$ cat config.mk
export PLATFORM = sky130hd
export DESIGN_NAME = ddr3_ppfifo_writer
export DESIGN_NICKNAME = d
export VERILOG_FILES = /design/src/rtl/ddr3_dma_pkg.sv /design/src/rtl/ppfifo_bank_select.sv /design/src/rtl/ddr3_ppfifo_writer.sv
export SDC_FILE = /design/constraint.sdc
export NUM_CORES = 1
export LEC_CHECK = 0
export BUFFER_PORTS_ARGS = -buffer_cell sky130_fd_sc_hd__buf_4
export CAP_MARGIN = 25
export CORE_MARGIN = 2
export CORE_UTILIZATION = 45
export CTS_CLUSTER_DIAMETER = 200
export CTS_CLUSTER_SIZE = 30
export DETAILED_ROUTE_END_ITERATION = 7
export PLACE_DENSITY = 0.67
export SLEW_MARGIN = 20
export SYNTH_ARGS = -nofsm -noshare
export SYNTH_HDL_FRONTEND = slang
export SYNTH_HIERARCHICAL = 1
export SYNTH_SLANG_ARGS = --single-unit
$ cat constraint.sdc
create_clock -name clk -period 3.1 [get_ports clk]
set_input_delay 0.31 -clock clk [delete_from_list [all_inputs] [get_ports clk]]
set_output_delay 0.31 -clock clk [all_outputs]
set_load 0.01 [all_outputs]
$ cat src/rtl/ddr3_dma_pkg.sv
`default_nettype none
// ============================================================================
//  Module      : ddr3_dma_pkg
//  Description : Shared constants and state encoding for the DDR3 DMA
//                ping-pong FIFO adapters (write and read side).
//  Revision    : 1.0 - initial release
// ============================================================================
package ddr3_dma_pkg;

    // Number of banks in the ping-pong FIFO
    localparam int PPFIFO_BANKS = 2;

    // Stream / FIFO data word width
    localparam int DATA_WIDTH = 32;

    // Adapter state encoding, kept as plain constants for legacy tools
    typedef logic [1:0] ppw_state_t;

    localparam ppw_state_t ST_IDLE     = 2'd0;
    localparam ppw_state_t ST_ACTIVATE = 2'd1;
    localparam ppw_state_t ST_FILL     = 2'd2;
    localparam ppw_state_t ST_RELEASE  = 2'd3;

endpackage
`default_nettype wire

$ cat src/rtl/ppfifo_bank_select.sv
`default_nettype none
// ============================================================================
//  Module      : ppfifo_bank_select
//  Description : Combinational priority pick of a free ping-pong FIFO bank.
//                Turns the per-bank ready vector into a one-hot activate,
//                lowest-numbered bank wins. Shared by read and write adapters.
//  Revision    : 1.0 - initial release
// ============================================================================
module ppfifo_bank_select
    import ddr3_dma_pkg::*;
(
    input  logic [PPFIFO_BANKS-1:0] ready_i,
    output logic [PPFIFO_BANKS-1:0] activate_o
);

    localparam logic [PPFIFO_BANKS-1:0] ONE = {{(PPFIFO_BANKS-1){1'b0}}, 1'b1};

    // Isolate the lowest set bit: x & -x; all-zero input gives all-zero output
    assign activate_o = ready_i & (~ready_i + ONE);

endmodule
`default_nettype wire

$ cat src/rtl/ddr3_ppfifo_writer.sv
`default_nettype none
// ============================================================================
//  Module      : ddr3_ppfifo_writer
//  Description : Valid/ready word stream to ping-pong FIFO write adapter.
//                Grabs a free bank, fills it up to the advertised size or a
//                stream last, then releases it for the DDR3 DMA.
//  Options     : PPW_TIMEOUT_EN - release a partially filled bank after
//                TIMEOUT_CYCLES idle cycles in FILL.
//  Revision    : 1.0 - initial release
// ============================================================================
module ddr3_ppfifo_writer
    import ddr3_dma_pkg::*;
#(
    parameter int TIMEOUT_CYCLES = 256,
    parameter int COUNT_WIDTH    = 24
) (
    input  logic                    clk,
    input  logic                    rst,
    input  logic                    i_valid,
    input  logic [DATA_WIDTH-1:0]   i_data,
    input  logic                    i_last,
    output logic                    o_ready,
    input  logic [PPFIFO_BANKS-1:0] write_ready,
    output logic [PPFIFO_BANKS-1:0] write_activate,
    input  logic [COUNT_WIDTH-1:0]  write_size,
    output logic                    write_strobe,
    output logic [DATA_WIDTH-1:0]   write_data,
    output logic                    busy,
    output logic [31:0]             words_total
);

    localparam logic [COUNT_WIDTH-1:0] CNT_ONE = COUNT_WIDTH'(1);

    ppw_state_t                state_q, state_d;
    logic [PPFIFO_BANKS-1:0]   activate_q, activate_d;
    logic [PPFIFO_BANKS-1:0]   pick;
    logic [COUNT_WIDTH-1:0]    size_q, size_d;
    logic [COUNT_WIDTH-1:0]    count_q, count_d;
    logic                      last_seen_q, last_seen_d;
    logic                      holdoff_q, holdoff_d;
    logic                      strobe_q, strobe_d;
    logic [DATA_WIDTH-1:0]     data_q, data_d;
    logic [31:0]               total_q, total_d;
    logic                      accept;

`ifdef PPW_TIMEOUT_EN
    localparam int IDLE_W = $clog2(TIMEOUT_CYCLES + 1);
    localparam logic [IDLE_W-1:0] IDLE_LIMIT = IDLE_W'(TIMEOUT_CYCLES - 1);
    logic [IDLE_W-1:0] idle_q, idle_d;
`else
    // Parameter only matters for the timeout build; kept for a stable interface
    logic unused_timeout;
    assign unused_timeout = (TIMEOUT_CYCLES != 0);
`endif

    ppfifo_bank_select u_bank_select (
        .ready_i    (write_ready),
        .activate_o (pick)
    );

    // Next-state logic: handshake, bank ownership, counters and FSM
    always_comb begin
        o_ready     = (state_q == ST_FILL) && (count_q < size_q) && !last_seen_q;
        accept      = i_valid && o_ready;

        state_d     = state_q;
        activate_d  = activate_q;
        size_d      = size_q;
        count_d     = count_q;
        last_seen_d = last_seen_q;
        holdoff_d   = holdoff_q;
        strobe_d    = accept;
        data_d      = accept ? i_data : data_q;
        total_d     = accept ? (total_q + 32'd1) : total_q;
`ifdef PPW_TIMEOUT_EN
        idle_d      = '0;
`endif

        case (state_q)
            ST_IDLE: begin
                // The FIFO ready flag lags one cycle behind a release, so the
                // first IDLE cycle after RELEASE must not look at it.
                holdoff_d = 1'b0;
                if (!holdoff_q && (write_ready != '0)) begin
                    activate_d = pick;
                    state_d    = ST_ACTIVATE;
                end
            end
            ST_ACTIVATE: begin
                size_d  = write_size;
                count_d = '0;
                state_d = (write_size == '0) ? ST_RELEASE : ST_FILL;
            end
            ST_FILL: begin
                if (accept) begin
                    count_d = count_q + CNT_ONE;
                    if (i_last) begin
                        last_seen_d = 1'b1;
                    end
                    if (((count_q + CNT_ONE) == size_q) || i_last) begin
                        state_d = ST_RELEASE;
                    end
                end
`ifdef PPW_TIMEOUT_EN
                else if (count_q != '0) begin
                    // Flush a partial bank once the stream has gone quiet
                    if (idle_q == IDLE_LIMIT) begin
                        state_d = ST_RELEASE;
                    end else begin
                        idle_d = idle_q + IDLE_W'(1);
                    end
                end
`endif
            end
            ST_RELEASE: begin
                activate_d  = '0;
                last_seen_d = 1'b0;
                holdoff_d   = 1'b1;
                state_d     = ST_IDLE;
            end
            default: begin
                state_d = ST_IDLE;
            end
        endcase
    end

    // State registers with asynchronous active-low reset
    always_ff @(posedge clk or negedge rst) begin
        if (!rst) begin
            state_q     <= ST_IDLE;
            activate_q  <= '0;
            size_q      <= '0;
            count_q     <= '0;
            last_seen_q <= 1'b0;
            holdoff_q   <= 1'b0;
            strobe_q    <= 1'b0;
            data_q      <= '0;
            total_q     <= '0;
`ifdef PPW_TIMEOUT_EN
            idle_q      <= '0;
`endif
        end else begin
            state_q     <= state_d;
            activate_q  <= activate_d;
            size_q      <= size_d;
            count_q     <= count_d;
            last_seen_q <= last_seen_d;
            holdoff_q   <= holdoff_d;
            strobe_q    <= strobe_d;
            data_q      <= data_d;
            total_q     <= total_d;
`ifdef PPW_TIMEOUT_EN
            idle_q      <= idle_d;
`endif
        end
    end

    assign write_activate = activate_q;
    assign write_strobe   = strobe_q;
    assign write_data     = data_q;
    assign busy           = (state_q != ST_IDLE);
    assign words_total    = total_q;

endmodule
`default_nettype wire
==> results of run 1 <==
## power groups by stage
stage	clock, mW	sequential (mW)	combinational (mW)
5_1_grt	2.13	2.37	2.80
6_report	2.04	2.32	2.56
3_3_place_gp	0	2.31	2.37
2_1_floorplan	0	2.39	1.31
3_5_place_dp	0	2.34	2.44
4_1_cts	2.07	2.32	2.46
## metrics by stage
stage,cells,setup TNS [ns]
after floorplan,662,0
after global placement,988,-0.0244
after detailed placement,988,-0.131
after CTS,1020,0
after global routing,1029,-0.102
final,1029,0
## logic make-up (layout without fill, tap and decap cells)
group,count (synthesis),after routing,synth area share
simple gates,209,209,0.172
compound gates,137,137,0.129
flops,119,119,0.456
buf+inv,72,255,0.0435
xor+xnor,56,56,0.0751
mux,38,38,0.0653
fa+ha+maj,31,31,0.0594
## cell usage in the layout, fill, tap and decap left out, types with 4 or more instances in the layout
cell type,Yosys,layout
nand2b_1,4,4
inv_1,35,34
and4_1,7,7
xor2_1,17,17
nand3_1,29,29
o31ai_1,15,15
nor2_1,28,28
a21oi_1,22,20
ha_1,31,30
nor4_1,11,10
dfrtp_1,119,119
xnor2_1,39,39
nand2_1,64,64
clkbuf_16,0,17
nor2b_1,7,7
buf_4,2,181
o21ai_0,60,60
mux2_2,35,35
and3_1,14,14
clkinvlp_4,0,4
a31oi_1,8,8
nor3_1,7,7
buf_12,0,4
nand4_1,21,21
## path summary, 6_finish.rpt
kind	start	to	slack, ns	cells past startpoint
max	count_q[9]	state_q[0]	0.12	12
min	rst	words_total[22]	-0.02	2
max reg2reg	count_q[9]	state_q[0]	0.12	12
min reg2reg	write_activate[1]	write_activate[1]	0.49	2
max in group asynchronous	rst	size_q[18]	2.65	2
min in group clk	write_size[23]	size_q[23]	0.11	3
## registers in the layout (all words and copies together), names as in the netlist
signal and count:
last_seen_q 1, words_total 32, count_q 24, write_data 32
write_activate 2, size_q 24, write_strobe 1, state_q 2
holdoff_q 1
## area by class of cell
| type | count | area (sq um) | share of cell area |
|---|---|---|---|
| Multi-Input combinational cell | 471 | 3340 | 0.381 |
| Sequential cell | 119 | 2980 | 0.340 |
| Tap cell | 184 | 230 | 0.0262 |
| Clock buffer | 18 | 439 | 0.0501 |
| Inverter | 35 | 131 | 0.0150 |
| Timing Repair Buffer | 188 | 1480 | 0.168 |
| Clock inverter | 14 | 174 | 0.0198 |
## worst register-to-register path: cells and delay by family (launching register included)
kind            cells  cell delay (ns)
buf+inv             4             0.65
simple gates        3             0.69
compound gates      3             0.47
flops               1             0.45
fa+ha+maj           1             0.29
mux                 1             0.31
## routing by layer
layer / up-vias / routed length, microns / part of all wire / global-route usage
met5: - / 0 / 0 / 0
met4: 0 / 390 / 0.022 / 0.0753
met3: 31 / 740 / 0.042 / 0.0417
met2: 161 / 9060 / 0.52 / 0.393
met1: 2775 / 7380 / 0.42 / 0.281
li1: 2710 / - / - / -
## what timing repair did
| action | 4_1_cts | 5_1_grt |
|---|---|---|
| gates resized for setup | 2 | 16 |
| endpoints found under the setup margin | 56 | 81 |
| pin swaps | 0 | 8 |
| hold endpoints to repair | 0 | 0 |
| buffers inserted | 0 | 9 |
==> impl_metrics.yaml, run 1 <==
sta:
  holdWs_ns: -0.0178
  fin_skew_ns: 0.00840
  fin_crit_ns: 2.98
  fmax_ghz: 0.335
  drv_slew: 0
  period_share: 0.963
  maxSlewHeadroom: 0.547
  setup_viol: 0
  final-hold-violation-count: 11
  setup_ws_ns: 0.115
  tightest_slew_ns: 0.674
critical_path:
  max_stage_delay_ns: 0.45
  end_kind: "flop"
  cp_max_fo: 25
  crit_type: "flop to flop"
  cp_data_required_time_ns: 3.40
  crit_buf_inv: 4
  crit_family: "simple AND/OR/NAND/NOR gates"
  critPathSlowestCell: "dfrtp_1"
  path_cells: "buf_4 > ha_1 > nand4_1 > nor4_4 > o221ai_2 > nand4_1 > buf_4 > buf_8 > inv_1 > a21oi_2 > a21oi_2 > mux2_4"
  cp.arrival_ns: 3.29
  start_kind: "flop"
route:
  drc_errors: 0
  ant_nets: 0
  vias_per_cell: 5.52
  num_vias: 5677
  wl_per_cell_microns: 17.1
  first_pass_iters: 5
  drt_iter0_drc: 491
  drt-total-wl_microns: 17600
die:
  dieArea_sq_um: 15500
  fp.dieW_microns: 125
  die_h_microns: 125
  fp.coreArea_sq_um: 14400
  start_util: 0.455
  num_rows: 44
  io_pins: 131
finish:
  drive_gt1_frac: 0.324
  fillers: 1174
  fin_nets: 925
  final_core_util: 0.610
  postLayoutCellArea_sq_um: 8770
  diodes: 0
  syn_to_final_growth_pct: 34.2
power:
  p_total_mw: 6.91
  leakagePower_nw: 4.16
  internal_power_mw: 4.52
  pwr-share-comb: 0.370
  seq_power_share: 0.335
  p_sw_frac: 0.346
  p_sw_mw: 2.39
  vdd_drop_max_mv: 0.642
  power_frac_clock: 0.295
  p_per_area_nw_per_um2: 788
cts:
  cts-root-buf: "clkbuf_16"
  numCtsBuffers: 17
  clk_path_buf_depth: 2
  htree_levels: 4
  cts_tree: "yes"
  cts.reportedPaths.clkPinSlew_ns: 0.06
  cts.sinks: 119
  clock_latency_ns: 0.42
  ctsHoldBuffers: 0
synthesis:
  synth.distinct_cells: 51
  synth-seq-area-share: 0.456
  netlist_top_cells_area: "dfrtp_1 (46%), mux2_2 (6.0%), ha_1 (5.9%)"
  netlist.area_leader.share: 0.456
  synthArstFlopShare: 1.00
  synth_largest_area_cell: "dfrtp_1"
  ys.flop_type: "dfrtp_1"
  syn_inst: 662
  yosys_warnings: 6
  avgSynthCellArea_sq_um: 9.87
  synth-seq-cells: 119
  synth_common_cells: "dfrtp_1 (119), nand2_1 (64), o21ai_0 (60), xnor2_1 (39)"
  syn_area_sq_um: 6540
  synth_fp_nets: 755
  synth.most_common_cell: "dfrtp_1"
  synth-edff-count: 0
status:
  status: "finished, violations left"
  violations: "negative hold slack"
min_path:
  holdCritPathClass: "primary input to async pin"
placement:
  placed_area_sq_um: 8010
  post-dp-hpwl_microns: 12600
  portBuffers: 130
  pre_cts_ws_ns: -0.0213
  gp_congestion: 0.982
global_routing:
  grt_pass1_vias: 5640
  grt-ovfl-total: 0
  grt_max_degree: 120
  grt_pass1_wl_microns: 28200
  antenna_found_initial: 0
  grt.total_usage: 0.225
run:
  max_cap_violations: 0
Note: power is estimated with default switching activity, not from simulation.
==> inputs of run 2 (changes only) <==
--- a/config.mk
+++ b/config.mk
@@ -16,5 +16,4 @@
 export SLEW_MARGIN = 20
 export SYNTH_ARGS = -nofsm -noshare
 export SYNTH_HDL_FRONTEND = slang
-export SYNTH_HIERARCHICAL = 1
 export SYNTH_SLANG_ARGS = --single-unit
==> run 2 against run 1 <==
The run now ends clean. Final cell count increased by 3.5%. Sequential power about the same. Fmax increased by 1.8%. Highest routed layer unchanged. Worst hold slack improved by 0.10 ns. Routed wire length decreased by 3.8%. Largest cell class unchanged.
==> impl_metrics.yaml, run 2 <==
finish:
  final_common_cell: "nand2_1"
  multi_input_area_sq_um: 3250
  fillers: 1182
  syn_to_final_growth_pct: 30.0
  drive_gt1_frac: 0.225
  final_core_util: 0.602
  layout_common_cells: "nand2_1 (168), buf_4 (152), dfrtp_1 (119)"
  diodes: 0
  seqCellArea_sq_um: 2980
  fin_nets: 965
route:
  drc_errors: 0
  wl_per_cell_microns: 15.9
  drt_iter0_drc: 385
  drt-total-wl_microns: 16900
  vias_per_cell: 5.45
  first_pass_iters: 5
  ant_nets: 0
  num_vias: 5809
global_routing:
  grtUsageMet2: 0.374
  met1_usage: 0.299
  grt-ovfl-total: 0
  grt_max_degree: 49
  antenna_found_initial: 0
  grt.total_usage: 0.233
  grt_util_met3: 0.0659
  grt_pass1_wl_microns: 27800
  busiest_layer: "met2"
  grt_pass1_vias: 5806
synthesis:
  syn_inst: 723
  yosys_warnings: 0
  netlist.area_leader.share: 0.461
  synth-edff-count: 0
  synth-seq-area-share: 0.461
  synth_largest_area_cell: "dfrtp_1"
  synth_fp_nets: 816
  syn_area_sq_um: 6460
  synth.distinct_cells: 50
  synth.most_common_cell: "nand2_1"
  synth-seq-cells: 119
  synth_common_cells: "nand2_1 (168), dfrtp_1 (119), o21ai_0 (64), xnor2_1 (39), inv_1 (38)"
  avgSynthCellArea_sq_um: 8.93
  synthArstFlopShare: 1.00
  netlist_top_cells_area: "dfrtp_1 (46%), nand2_1 (9.8%), ha_1 (6.0%)"
  ys.flop_type: "dfrtp_1"
sta:
  fin_crit_ns: 2.93
  tightest_slew_ns: 0.481
  setup_viol: 0
  drv_slew: 0
  period_share: 0.946
  maxSlewHeadroom: 0.671
  fmax_ghz: 0.341
  final-hold-violation-count: 0
  fin_skew_ns: 0.00674
critical_path:
  end_kind: "flop"
  start_kind: "flop"
  cp.arrival_ns: 3.23
  cp_data_required_time_ns: 3.40
  cp_max_fo: 13
  crit_type: "flop to flop"
run:
  max_cap_violations: 0
cts:
  clk_path_buf_depth: 2
  cts-root-buf: "clkbuf_16"
  cts.sinks: 119
  numCtsBuffers: 17
  cts.reportedPaths.clkPinSlew_ns: 0.06
  clock_latency_ns: 0.42
  htree_levels: 4
  cts_tree: "yes"
placement:
  post-dp-hpwl_microns: 12400
  gp_congestion: 0.886
  portBuffers: 130
power:
  vdd_drop_max_mv: 0.463
  leakagePower_nw: 4.09
  p_total_mw: 6.76
  p_per_area_nw_per_um2: 806
die:
  dieArea_sq_um: 15300
  fp.coreArea_sq_um: 13900
  num_rows: 43
  start_util: 0.463
  io_pins: 131
  die_h_microns: 124
  fp.dieW_microns: 124
min_path:
  holdCritPathClass: "primary input to flop"
status:
  status: "finished clean"
-- run 2: cell count changes after synthesis, moves of 5 or more --
cell | before | now
xor2_1 | 17 | 26
nand3_1 | 29 | 18
o31ai_1 | 15 | 10
and4_1 | 7 | 1
nand2_1 | 64 | 168
mux2_2 | 35 | 3
nor3_1 | 7 | 23
a31oi_1 | 8 | 2
and3_1 | 14 | 2
nor4_1 | 11 | 20
or3_1 | 2 | 9
-- run 2: what timing repair did --
item,CTS,global route
gates resized for setup,0,4
hold endpoints to repair,35,0
hold buffers,1,0
cloned,0,0
pin swaps,1,1
setup buffers,0,1
setup endpoints to repair,1,3
-- run 2: final timing paths --
check	startpoint	to	slack [ns]	cells past startpoint
setup / recovery	count_q[0]	state_q[1]	0.17	9
max in group asynchronous	rst	words_total[26]	1.88	3
setup reg to reg	count_q[0]	state_q[1]	0.17	9
hold / removal	i_data[10]	write_data[10]	0.08	3
hold reg to reg	write_data[3]	write_data[3]	0.47	2
min in group asynchronous	rst	write_activate[0]	0.41	2
-- run 2: cells by family (layout without fill, tap and decap cells) --
group | count (synthesis) | count (layout) | synth area share
and+or+nand+nor | 313 | 313 | 0.231
AOI/OAI and AO/OA | 126 | 126 | 0.113
DFF | 119 | 119 | 0.461
xor gates and xnor gates | 65 | 65 | 0.0882
buffers and inverters | 64 | 226 | 0.0374
adders and majority gates | 31 | 31 | 0.0601
muxes | 5 | 5 | 0.00853
-- run 2: where the power goes --
part | internal (mW) | leakage (nW) | switching (mW)
logic | 1.05 | 2.25 | 1.38
clock network | 1.28 | 0.290 | 0.716
registers | 1.99 | 1.54 | 0.342
total | 4.32 | 4.09 | 2.44
-- run 2: through the flow --
stage	setup WS, ns	hold WS [ns]	instance area (sq um)	cells	TNS (ns)
after floorplan	0.372	0.0144	6460	723	0
after global placement	0.127	0.314	7760	1031	0
after detailed placement	0.0110	0.318	7760	1031	0
after CTS	0.0564	0.0707	8370	1064	0
after global routing	-0.00100	0.0801	8390	1065	-0.00100
final	0.169	0.0817	8390	1065	0
-- run 2: area by class of cell --
| type | count | area share |
|---|---|---|
| tap | 180 | 0.0268 |
| timing repair buffer | 155 | 0.142 |
| clock buffer | 20 | 0.0532 |
| inverter | 39 | 0.0174 |
| multi-input combinational | 540 | 0.388 |
| sequential | 119 | 0.355 |
| clock inverter | 12 | 0.0180 |
-- run 2: routing by layer --
| metal | part of all wire | up-vias |
|---|---|---|
| li1 | - | 2795 |
| met1 | 0.43 | 2790 |
| met4 | 0.025 | 0 |
| met3 | 0.055 | 31 |
| met2 | 0.49 | 193 |
| met5 | 0 | - |
-- run 2: worst max-delay path: stages (launching register included) --
cell and delay, ns:
dfrtp_1 0.44, ha_2 0.27, nand3_4 0.17, nor4_4 0.40, xnor2_1 0.14, a311o_1 0.34, nor4_2 0.24, nand4_1 0.21
mux2_1 0.37, a211o_1 0.22
